`config.mk`:
```
export PLATFORM = sky130hd
export DESIGN_NAME = lzw_backward_byte_reverse_flat
export DESIGN_NICKNAME = d
export VERILOG_FILES = /design/src/rtl/lzw_backward_byte_reverse_if.sv /design/src/rtl/lzw_backward_byte_reverse.sv /design/src/flat_wrapper.sv
export SDC_FILE = /design/constraint.sdc
export NUM_CORES = 1
export LEC_CHECK = 0
export CAP_MARGIN = 20
export CELL_PAD_IN_SITES_DETAIL_PLACEMENT = 0
export CELL_PAD_IN_SITES_GLOBAL_PLACEMENT = 2
export CORE_MARGIN = 3
export CORE_UTILIZATION = 47
export DETAILED_ROUTE_END_ITERATION = 8
export PLACE_DENSITY = 0.8
export SKIP_CTS_REPAIR_TIMING = 1
export SLEW_MARGIN = 20
export SYNTH_ARGS = -nofsm -noshare
export SYNTH_HDL_FRONTEND = slang
export SYNTH_SLANG_ARGS = --single-unit
```
`constraint.sdc`:
```
create_clock -name I_sys_clk -period 3.8 [get_ports I_sys_clk]
set_input_delay 0.57 -clock I_sys_clk [delete_from_list [all_inputs] [get_ports I_sys_clk]]
set_output_delay 0.57 -clock I_sys_clk [all_outputs]
set_load 0.005 [all_outputs]
```
`src/rtl/lzw_backward_byte_reverse_if.sv`:
```
// Byte-reverse stage bus: upstream recovered-byte/close signals plus the
// downstream forward-order payload stream.
interface lzw_backward_byte_reverse_if;
    logic [7:0] I_recv_data;
    logic       I_recv_data_en;
    logic       I_reverse_byte_flag;
    logic [4:0] I_reverse_byte_num;
    logic       I_reverse_byte_num_wren;
    logic [7:0] O_data;
    logic       O_data_en;
    logic       O_data_last;

    modport master (
        output I_recv_data,
        output I_recv_data_en,
        output I_reverse_byte_flag,
        output I_reverse_byte_num,
        output I_reverse_byte_num_wren,
        input  O_data,
        input  O_data_en,
        input  O_data_last
    );

    modport slave (
        input  I_recv_data,
        input  I_recv_data_en,
        input  I_reverse_byte_flag,
        input  I_reverse_byte_num,
        input  I_reverse_byte_num_wren,
        output O_data,
        output O_data_en,
        output O_data_last
    );
endinterface

```
`src/rtl/lzw_backward_byte_reverse.sv`:
```
// Captures reverse-order LZW strings into two 32-byte ping-pong stacks and replays
// them forward. Optional statistics counters: define LZW_REVERSE_STAT_EN.
module lzw_backward_byte_reverse (
    input  logic                              I_sys_clk,
    input  logic                              I_sys_rst_n,
    input  logic                              I_state_clr,
    lzw_backward_byte_reverse_if.slave        bus,
    output logic                              O_overflow,
    output logic                              O_len_err,
    output logic [31:0]                       O_string_cnt,
    output logic [31:0]                       O_byte_cnt
);

    typedef enum logic [1:0] {
        BANK_FREE,
        BANK_FILL,
        BANK_DRAIN
    } bank_state_e;

    typedef enum logic {
        DRN_IDLE,
        DRN_RUN
    } drain_state_e;

    logic [7:0]   mem_q [2][32];

    bank_state_e  bank_st_q [2];
    bank_state_e  bank_st_d [2];
    logic [4:0]   last_idx_q [2];
    logic [4:0]   last_idx_d [2];
    logic         cap_bank_q, cap_bank_d;
    logic [5:0]   wr_cnt_q, wr_cnt_d;

    drain_state_e drn_st_q, drn_st_d;
    logic         rd_bank_q, rd_bank_d;
    logic [4:0]   rd_ptr_q, rd_ptr_d;

    logic [7:0]   data_q, data_d;
    logic         data_en_q, data_en_d;
    logic         data_last_q, data_last_d;
    logic         ovf_q, ovf_d;
    logic         lerr_q, lerr_d;

    logic         cap_stall;
    logic         byte_ok;
    logic         byte_drop;
    logic         lit_close;
    logic [5:0]   cnt_final;
    logic         close_req;
    logic         close_ok;
    logic         len_mismatch;

    // Capture bank still draining means the previous close is pending: stall.
    always_comb begin
        cap_stall    = (bank_st_q[cap_bank_q] == BANK_DRAIN);
        byte_ok      = bus.I_recv_data_en && !cap_stall && !wr_cnt_q[5];
        byte_drop    = bus.I_recv_data_en && !byte_ok;
        lit_close    = byte_ok && !bus.I_reverse_byte_flag && (wr_cnt_q == 6'd0);
        cnt_final    = wr_cnt_q + {5'd0, byte_ok};
        close_req    = bus.I_reverse_byte_num_wren || lit_close;
        close_ok     = close_req && (cnt_final != 6'd0);
        len_mismatch = bus.I_reverse_byte_num_wren &&
                       ((cnt_final == 6'd0) || ({1'b0, bus.I_reverse_byte_num} != cnt_final));
    end

    always_ff @(posedge I_sys_clk) begin
        if (byte_ok) begin
            mem_q[cap_bank_q][wr_cnt_q[4:0]] <= bus.I_recv_data;
        end
    end

    always_comb begin
        bank_st_d   = bank_st_q;
        last_idx_d  = last_idx_q;
        cap_bank_d  = cap_bank_q;
        wr_cnt_d    = wr_cnt_q;
        drn_st_d    = drn_st_q;
        rd_bank_d   = rd_bank_q;
        rd_ptr_d    = rd_ptr_q;
        data_d      = data_q;
        data_en_d   = 1'b0;
        data_last_d = 1'b0;
        ovf_d       = ovf_q | byte_drop;
        lerr_d      = lerr_q | len_mismatch;

        if (close_ok) begin
            bank_st_d[cap_bank_q]  = BANK_DRAIN;
            last_idx_d[cap_bank_q] = 5'(cnt_final - 6'd1);
            cap_bank_d             = !cap_bank_q;
            wr_cnt_d               = '0;
        end else if (byte_ok) begin
            bank_st_d[cap_bank_q]  = BANK_FILL;
            wr_cnt_d               = cnt_final;
        end

        // Closes always alternate banks, so drains follow rd_bank in close order.
        case (drn_st_q)
            DRN_IDLE: begin
                if (bank_st_q[rd_bank_q] == BANK_DRAIN) begin
                    rd_ptr_d = last_idx_q[rd_bank_q];
                    drn_st_d = DRN_RUN;
                end
            end
            DRN_RUN: begin
                data_d      = mem_q[rd_bank_q][rd_ptr_q];
                data_en_d   = 1'b1;
                data_last_d = (rd_ptr_q == 5'd0);
                if (rd_ptr_q == 5'd0) begin
                    bank_st_d[rd_bank_q] = BANK_FREE;
                    rd_bank_d            = !rd_bank_q;
                    drn_st_d             = DRN_IDLE;
                end else begin
                    rd_ptr_d = rd_ptr_q - 5'd1;
                end
            end
            default: drn_st_d = DRN_IDLE;
        endcase
    end

    always_ff @(posedge I_sys_clk) begin
        if (!I_sys_rst_n) begin
            bank_st_q[0]  <= BANK_FREE;
            bank_st_q[1]  <= BANK_FREE;
            last_idx_q[0] <= '0;
            last_idx_q[1] <= '0;
            cap_bank_q    <= 1'b0;
            wr_cnt_q      <= '0;
            drn_st_q      <= DRN_IDLE;
            rd_bank_q     <= 1'b0;
            rd_ptr_q      <= '0;
            data_q        <= '0;
            data_en_q     <= 1'b0;
            data_last_q   <= 1'b0;
            ovf_q         <= 1'b0;
            lerr_q        <= 1'b0;
        end else begin
            bank_st_q     <= bank_st_d;
            last_idx_q    <= last_idx_d;
            cap_bank_q    <= cap_bank_d;
            wr_cnt_q      <= wr_cnt_d;
            drn_st_q      <= drn_st_d;
            rd_bank_q     <= rd_bank_d;
            rd_ptr_q      <= rd_ptr_d;
            data_q        <= data_d;
            data_en_q     <= data_en_d;
            data_last_q   <= data_last_d;
            ovf_q         <= ovf_d;
            lerr_q        <= lerr_d;
        end
    end

    assign bus.O_data      = data_q;
    assign bus.O_data_en   = data_en_q;
    assign bus.O_data_last = data_last_q;
    assign O_overflow      = ovf_q;
    assign O_len_err       = lerr_q;

`ifdef LZW_REVERSE_STAT_EN
    logic [31:0] str_cnt_q, str_cnt_d;
    logic [31:0] byte_cnt_q, byte_cnt_d;

    always_comb begin
        str_cnt_d  = str_cnt_q  + {31'd0, data_en_q && data_last_q};
        byte_cnt_d = byte_cnt_q + {31'd0, data_en_q};
    end

    always_ff @(posedge I_sys_clk) begin
        if (!I_sys_rst_n || I_state_clr) begin
            str_cnt_q  <= '0;
            byte_cnt_q <= '0;
        end else begin
            str_cnt_q  <= str_cnt_d;
            byte_cnt_q <= byte_cnt_d;
        end
    end

    assign O_string_cnt = str_cnt_q;
    assign O_byte_cnt   = byte_cnt_q;
`else
    logic unused_state_clr;
    assign unused_state_clr = I_state_clr;
    assign O_string_cnt     = '0;
    assign O_byte_cnt       = '0;
`endif

endmodule
```
`src/flat_wrapper.sv`:
```
// flat-port wrapper written by rule: the top's interface ports become plain ports
module lzw_backward_byte_reverse_flat 
  (I_sys_clk, I_sys_rst_n, I_state_clr, O_overflow, O_len_err, O_string_cnt, O_byte_cnt, bus_I_recv_data, bus_I_recv_data_en, bus_I_reverse_byte_flag, bus_I_reverse_byte_num, bus_I_reverse_byte_num_wren, bus_O_data, bus_O_data_en, bus_O_data_last);
  lzw_backward_byte_reverse_if bus_i ();
  input  logic I_sys_clk;
  input  logic I_sys_rst_n;
  input  logic I_state_clr;
  output logic O_overflow;
  output logic O_len_err;
  output logic [31:0] O_string_cnt;
  output logic [31:0] O_byte_cnt;
  input wire logic [$bits(bus_i.I_recv_data)-1:0] bus_I_recv_data;
  input wire logic [$bits(bus_i.I_recv_data_en)-1:0] bus_I_recv_data_en;
  input wire logic [$bits(bus_i.I_reverse_byte_flag)-1:0] bus_I_reverse_byte_flag;
  input wire logic [$bits(bus_i.I_reverse_byte_num)-1:0] bus_I_reverse_byte_num;
  input wire logic [$bits(bus_i.I_reverse_byte_num_wren)-1:0] bus_I_reverse_byte_num_wren;
  output wire logic [$bits(bus_i.O_data)-1:0] bus_O_data;
  output wire logic [$bits(bus_i.O_data_en)-1:0] bus_O_data_en;
  output wire logic [$bits(bus_i.O_data_last)-1:0] bus_O_data_last;
  assign bus_i.I_recv_data = bus_I_recv_data;
  assign bus_i.I_recv_data_en = bus_I_recv_data_en;
  assign bus_i.I_reverse_byte_flag = bus_I_reverse_byte_flag;
  assign bus_i.I_reverse_byte_num = bus_I_reverse_byte_num;
  assign bus_i.I_reverse_byte_num_wren = bus_I_reverse_byte_num_wren;
  assign bus_O_data = bus_i.O_data;
  assign bus_O_data_en = bus_i.O_data_en;
  assign bus_O_data_last = bus_i.O_data_last;
  lzw_backward_byte_reverse u_core (.I_sys_clk(I_sys_clk), .I_sys_rst_n(I_sys_rst_n), .I_state_clr(I_state_clr), .bus(bus_i), .O_overflow(O_overflow), .O_len_err(O_len_err), .O_string_cnt(O_string_cnt), .O_byte_cnt(O_byte_cnt));
endmodule
```
==> results of run 1 <==
[cells by family after synthesis]
group,synth area share [%]
compound gates,2.981
fa+ha+maj,0.3356
flops,72.40
simple gates,3.966
buf+inv,3.837
other cells,0.01676
mux,15.72
xor+xnor,0.7439
[placed cells by master, fill, tap and decap left out, types with 13 or more instances in the layout]
cell / count
o21ai_0: 20
clkbuf_16: 57
conb_1: 64
a21oi_1: 24
nand2_1: 44
dfxtp_1: 37
nand3_1: 14
clkinv_2: 13
mux4_2: 130
mux2i_1: 51
clkdlybuf4s50_1: 21
buf_4: 81
nor2_1: 98
edfxtp_1: 512
[area by class of cell]
| class | count | area [um^2] |
|---|---|---|
| fillers | 3673 | 21450 |
| well taps | 607 | 759.5 |
| repair buffers | 110 | 918.4 |
| multi-input cells | 575 | 5553 |
| clock buffers | 68 | 1478 |
| inverters | 14 | 52.55 |
| clock inverters | 35 | 334.1 |
| flip-flops and latches | 553 | 16210 |
[flip-flops by register name, summed over array words and instances (netlist names), named ones only]
signal	count
u_core.bus.O_data_en	1
u_core.rd_ptr_q	5
u_core.bus.O_data_last	1
u_core.drn_st_q	1
u_core.O_len_err	1
u_core.bank_st_q	4
u_core.mem_q	512
u_core.wr_cnt_q	6
u_core.O_overflow	1
u_core.bus.O_data	8
u_core.rd_bank_q	1
u_core.cap_bank_q	1
u_core.last_idx_q	10
[cells in the mapped netlist (3+ instances only)]
cell type,count,area share (%)
a211oi_1,7,0.23
a21boi_0,4,0.13
a21oi_1,24,0.54
a22oi_1,6,0.20
a311oi_1,3,0.12
a31oi_1,9,0.25
and2_1,5,0.14
buf_1,7,0.12
buf_2,10,0.22
buf_4,75,2.5
clkbuf_1,29,0.49
dfxtp_1,41,3.7
edfxtp_1,512,69
ha_1,6,0.34
inv_1,9,0.15
inv_2,3,0.050
mux2i_1,51,2.3
mux4_1,3,0.35
mux4_2,130,13
nand2_1,44,0.74
nand2b_1,5,0.14
nand3_1,14,0.31
nand3b_1,3,0.10
nand4_1,4,0.11
nor2_1,98,1.6
nor2b_1,9,0.25
nor3_1,9,0.20
o21ai_0,20,0.45
o221ai_1,8,0.31
o22ai_1,3,0.084
or3_1,6,0.17
xnor2_1,12,0.47
xor2_1,7,0.27
[power breakdown]
| part | switching (mW) | internal, mW | leakage (nW) | total (mW) |
|---|---|---|---|---|
| clock | 2.29 | 3.11 | 0.881 | 5.41 |
| combinational | 1.62 | 1.36 | 2.26 | 2.98 |
| sequential | 0.218 | 6.79 | 4.94 | 7.01 |
| total | 4.13 | 11.3 | 8.08 | 15.4 |
[worst register-to-register path: stages, from the launching register on]
cell and delay, ps:
dfxtp_1 310, nand2b_1 170, o2111ai_2 210, inv_2 70, ha_1 230, ha_1 340
or3_1 340, o31ai_1 110, nand3_1 210, o21ai_0 470, nand2_1 260, a21oi_1 160
[metal layers]
layer	up-vias	wire length [um]	global-route usage, %	share of wire (%)
met1	5881	22140	29.91	44
met2	381	23550	31.28	47
met5	-	0	0	0
met3	80	3305	4.259	6.6
li1	4896	-	-	-
met4	0	1387	6.149	2.8
[worst paths after layout]
path,to,slack [ps],depth (start not counted)
worst max-delay path,u_core.wr_cnt_q[0],860,11
worst min register to register,u_core.O_overflow,470,2
worst min-delay path,u_core.O_overflow,470,2
worst max register to register,u_core.wr_cnt_q[0],860,11
[per-stage QoR]
stage / instance area (um^2) / power, mW / hold slack, ps / instances / setup WS (ps)
6_report: 25300 / 15.39 / 468.7 / 1962 / 863.7
5_1_grt: 25300 / 15.98 / 494.9 / 1962 / 644.5
2_1_floorplan: 22610 / 9.134 / 453.1 / 1267 / 913.8
3_5_place_dp: 23480 / 10.14 / 459.0 / 1859 / 294.3
4_1_cts: 25290 / 15.54 / 468.5 / 1962 / 802.5
3_3_place_gp: 23480 / 10.11 / 450.3 / 1859 / 365.4
==> results by group, run 1 <==
Run status
  – Outcome: complete, no violations

Global route
  – Largest net degree at the start of global routing: 65
  – Total GRT Usage: 20.40%
  – First-pass GRT wire length: 74.61 mm
  – Total grt overflow: 0
  – Initial antenna violation count: 0
  – Vias in the first global route: 11210

STA
  – Finish-stage setup viols: 0
  – Max Freq: about 340 MHz
  – Tcrit/Tclk final: 77.27%
  – Period minus WS final: 2936 ps
  – Slew headroom: 27.89%
  – Slew @ Worst Pin: 1082 ps
  – Hold Vio Cnt, Final: 0
  – Clock skew: 18.48 ps
  – Unrepaired setup endpoints after global routing: false
  – Final Max Slew Viols: 0
  – Final TNS setup: 0 ps

Clock tree
  – Num CTS Buffers: 55
  – CTS clk-pin slew, worst paths: 60 ps
  – TritonCTS clock tree: done
  – Clk root buf: clkbuf_16
  – Clk_lat worst skew: 620 ps
  – H-tree levels: 2
  – CTS Sinks: 553
  – CTS max path bufs: 3

Setup path
  – Startpoint types: register
  – Crit path cell chain: nand2b_1, o2111ai_2, inv_2, ha_1, ha_1, or3_1, o31ai_1, nand3_1, o21ai_0, nand2_1, a21oi_1
  – Setup CP Type: register to register
  – Buffer and inverter count on the worst path: 1
  – CP delay by family, top: simple AND/OR/NAND/NOR gates
  – CP Launch Point: u_core.bank_st_q[2]
  – Crit path DAT: 3470 ps
  – CP Data Required Time: roughly 4300 ps
  – Slowest cell on crit path: o21ai_0
  – Most used cell, CP: ha_1
  – CP Capture Type: register
  – Max FO, Critical Path: 8
  – R2r startpoint: u_core.bank_st_q[2]
  – Max incr delay on CP: 470 ps

Synth
  – Distinct cells, synth: 55
  – Syn Inst Count: 1204
  – Yosys warning count: 0
  – Yosys reg bits: 553
  – Mapped Avg Cell Area: 18.58 um^2
  – Post-synthesis async set-or-reset flop share: 0%
  – Synth Flop Type: edfxtp_1
  – Sequential share of the synthesized area: roughly 72%
  – EDFF count, synth: between 500 and 600
  – Netlist Area Pre-Place: 22370 um^2

Drt
  – DR iter-0 viols: approximately 1100
  – Vias per inst: between 5 and 6
  – DRT Wirelength: 50.39 mm
  – Residual DRC: 0
  – Vias: 11240
  – Remaining antenna violation count: 0
  – Avg WL per Cell: 25.68 um
  – TritonRoute pass-1 iters: 5

Pwr
  – Maximum vdd drop: 0.3996 mV
  – Leak pwr: roughly 8 nW
  – Pwr/cell area: approximately 610 nW/um^2

Place
  – Routability Congestion: 0.8122
  – DP HPWL: 31.36 mm
  – IO Port Bufs: 29

Layout
  – # diodes: 0
  – Nets: around 1300
  – Post-layout util: 54.11%
  – Layout area overhead: 13.10%
  – Ratio of cells with drive above 1 in the final layout: 23.39%

Floorplan
  – Die Ht: between 200 and 250 um
  – Row cnt: about 80
  – Die ar.: 50250 um^2
  – Starting Density: around 48%
  – Core Area: 46750 um^2
  – I/O pin total: 95
  – Die width: 224.2 um

Worst hold path
  – Hold Crit Start: u_core.O_overflow
  – Worst hold path class: register to register

Run
  – Max cap viols: 0
(Power assumes the default switching activity.)
==> inputs of run 2 (changes only) <==
--- a/config.mk
+++ b/config.mk
@@ -9,9 +9,9 @@
 export CELL_PAD_IN_SITES_DETAIL_PLACEMENT = 0
 export CELL_PAD_IN_SITES_GLOBAL_PLACEMENT = 2
 export CORE_MARGIN = 3
-export CORE_UTILIZATION = 47
+export CORE_UTILIZATION = 42
 export DETAILED_ROUTE_END_ITERATION = 8
-export PLACE_DENSITY = 0.8
+export PLACE_DENSITY = 0.75
 export SKIP_CTS_REPAIR_TIMING = 1
 export SLEW_MARGIN = 20
 export SYNTH_ARGS = -nofsm -noshare
==> constraint.sdc (replaced) <==
create_clock -name I_sys_clk -period 2.5 [get_ports I_sys_clk]
set_input_delay 0.375 -clock I_sys_clk [delete_from_list [all_inputs] [get_ports I_sys_clk]]
set_output_delay 0.375 -clock I_sys_clk [all_outputs]
set_load 0.005 [all_outputs]
==> run 2 against run 1 <==
Compared with the run above:
- hold slack worse by 340 ps
- first-iteration DRC count is 6.4% lower
- clock skew is 5.5 ps lower
- final area rose by 5.0%
- maximum frequency up 18%
- setup slack worse by 850 ps
- sequential share of layout area shrank 3.1 points
- flip-flop and latch count is the same
- die area is 12% higher
- critical endpoint is now u_core.last_idx_q[3]
==> results by group, run 2 (same netlist as run 1, synthesis figures left out) <==
Run status
  – Outcome: complete, no violations

Pwr
  – Sw power: 6.407 mW (+55%)
  – Sequential power share: 43.8% (-1.7 points)
  – Pwr/cell area: 909.0 nW/um^2 (+49%)
  – Internal power: 17.75 mW (+58%)
  – Maximum vdd drop: 0.5129 mV (+28%)
  – Clock power share: 34.3% (-0.8 points)
  – Final Power: 24.16 mW (+57%)
  – Leak pwr: 8.726 nW (+8.0%)
  – Combinational power share: 21.9% (+2.5 points)
  – Switching Fraction: 26.52% (-0.32 points)

Global route
  – Total GRT Usage: 18.69% (-1.7 points)
  – Initial antenna violation count: 0 (unchanged)
  – Total grt overflow: 0 (unchanged)
  – First-pass GRT wire length: 78.05 mm (+4.6%)
  – Largest net degree at the start of global routing: 65 (unchanged)
  – Vias in the first global route: 11640 (+3.8%)

Clock tree
  – CTS max path bufs: 3 (unchanged)
  – CTS clk-pin slew, worst paths: 60 ps (about the same)
  – H-tree levels: 2 (unchanged)
  – Clk root buf: clkbuf_16
  – TritonCTS clock tree: done
  – Num CTS Buffers: 55 (unchanged)
  – Clk_lat worst skew: 600 ps (-20 ps)
  – CTS Sinks: 553 (unchanged)

Drt
  – Remaining antenna violation count: 0 (unchanged)
  – DR iter-0 viols: 1068 (-6.4%)
  – Avg WL per Cell: 24.70 um (-3.8%)
  – Vias: 11680 (+4.0%)
  – TritonRoute pass-1 iters: 5 (unchanged)
  – DRT Wirelength: 52.84 mm (+4.9%)
  – Residual DRC: 0 (unchanged)
  – Vias per inst: 5.462 (-4.6%)

Setup path
  – Startpoint types: register
  – CP Data Required Time: 2980 ps (-1360 ps)
  – Cells on worst reg2reg path: 12 (+1)
  – Setup CP Type: register to register
  – R2r startpoint: u_core.bank_st_q[2]
  – R2r endpoint: u_core.last_idx_q[3]
  – Crit path DAT: 2970 ps (-500 ps)
  – CP Capture Type: register
  – Max FO, Critical Path: 5 (-3)
  – Setup slack, reg-to-reg: 10 ps (-850 ps)

STA
  – Slew headroom: 51.14% (+23 points)
  – Unrepaired setup endpoints after global routing: true
  – Finish-stage setup viols: 0 (unchanged)
  – Tcrit/Tclk final: 99.61% (+22 points)
  – Worst setup margin: 9.788 ps (-853.9 ps)
  – Period minus WS final: 2490 ps (-446.1 ps)
  – Clock skew: 13.03 ps (-5.454 ps)
  – Hold Vio Cnt, Final: 0 (unchanged)
  – Max Freq: 401.6 MHz (+18%)
  – Slew @ Worst Pin: 732.9 ps (-348.7 ps)
  – Final Max Slew Viols: 0 (unchanged)

Layout
  – Finished Cell Area: 26580 um^2 (+5.0%)
  – Area of the multi-input gates: 5652 um^2 (+1.8%)
  – # diodes: 0 (unchanged)
  – Max reg flops: 512 (unchanged)
  – Fin cells: 2139 (+9.0%)
  – Nets: 1441 (+8.0%)
  – Layout area overhead: 18.81%
  – Commonest non-fill, non-tap cell in the layout: edfxtp_1
  – # fillers: 4144 (+13%)
  – Ratio of cells with drive above 1 in the final layout: 29.54% (+6.1 points)
  – Commonest cells after routing, fill and taps aside: edfxtp_1 (512), buf_4 (158), mux4_2 (132)
  – Sequential cell area: 16210 um^2 (about the same)

Place
  – Dpl cell area: 24530 um^2 (+4.5%)
  – DP HPWL: 33.45 mm (+6.7%)
  – IO Port Bufs: 29 (unchanged)
  – Routability Congestion: 0.8133 (+0.14%)
  – Post-place setup slack: -331.9 ps (-626.2 ps)
  – Placed cell count: 2018 (+8.6%)

Floorplan
  – Starting Density: 43.00% (-4.9 points)
  – Die Ht: 236.8 um (+5.6%)
  – Row cnt: 83 (+5.1%)
  – Die width: 236.8 um (+5.6%)
  – Core Area: 52030 um^2 (+11%)
  – Die ar.: 56070 um^2 (+12%)
  – I/O pin total: 95 (unchanged)

Worst hold path
  – Endpoint, Worst Hold: u_core.mem_q[0][148]
  – Worst hold path class: input pin to register
  – Hold Crit Start: bus_I_recv_data[4]
  – Hold Path Stages: 1 (-1)

Run
  – Max cap viols: 0 (unchanged)
==> run 2: worst max-delay path, cell delays in order (launching register included) <==
cell       delay [ps]
dfxtp_2           320
nand2b_4          140
o2111ai_4         210
inv_4              60
ha_4              180
ha_4              170
or3_4             370
o31ai_4            80
nand3_2           180
o211ai_4          290
buf_6             150
mux2i_1           170
nor2_1             50
==> run 2: final cells by class <==
| cell class | instances | area share, % |
|---|---|---|
| inverter | 14 | 0.2071 |
| clock inverter | 38 | 1.370 |
| tap | 680 | 3.201 |
| sequential | 553 | 60.98 |
| timing repair buffer | 217 | 7.537 |
| clock buffer | 62 | 5.437 |
| multi-input combinational | 575 | 21.26 |
==> run 2: routing by layer <==
layer,vias to the layer above,GRT usage (%),share of wire [%]
met5,-,0,0
met4,0,4.306,1.4
met3,58,2.982,5.9
met2,383,29.62,48
met1,6134,27.48,45
li1,5109,-,-
==> run 2: power by group through the flow <==
stage	registers, mW	clock network (mW)	logic (mW)
after floorplan	10.6	0	3.34
after global placement	10.8	0	5.08
after detailed placement	10.8	0	5.11
after CTS	10.6	8.42	5.13
after global routing	10.6	8.81	5.64
final	10.6	8.28	5.28
==> run 2: worst max path at each step <==
stage                                       to  slack (ps)           startpoint  cells past startpoint
after global placement    u_core.last_idx_q[7]        -290   bus_I_recv_data_en                     11
after global routing      u_core.last_idx_q[3]        -110  u_core.bank_st_q[2]                     12
final                     u_core.last_idx_q[3]          10  u_core.bank_st_q[2]                     12
after CTS                 u_core.last_idx_q[7]         -70    u_core.cap_bank_q                     11
after floorplan            u_core.bank_st_q[3]        -120  u_core.bank_st_q[2]                     12
after detailed placement  u_core.last_idx_q[7]        -330   bus_I_recv_data_en                     11
==> run 2: through the flow <==
step / utilization [%] / setup TNS [ps] / hold WS, ps
global placement: 47.14 / -4797 / 456.7
CTS: 50.62 / -381.1 / 103.6
global route: 51.08 / -890.7 / 121.3
floorplan: - / -969.6 / 453.1
detailed placement: 47.14 / -5607 / 476.1
finish: 51.08 / 0 / 133.6
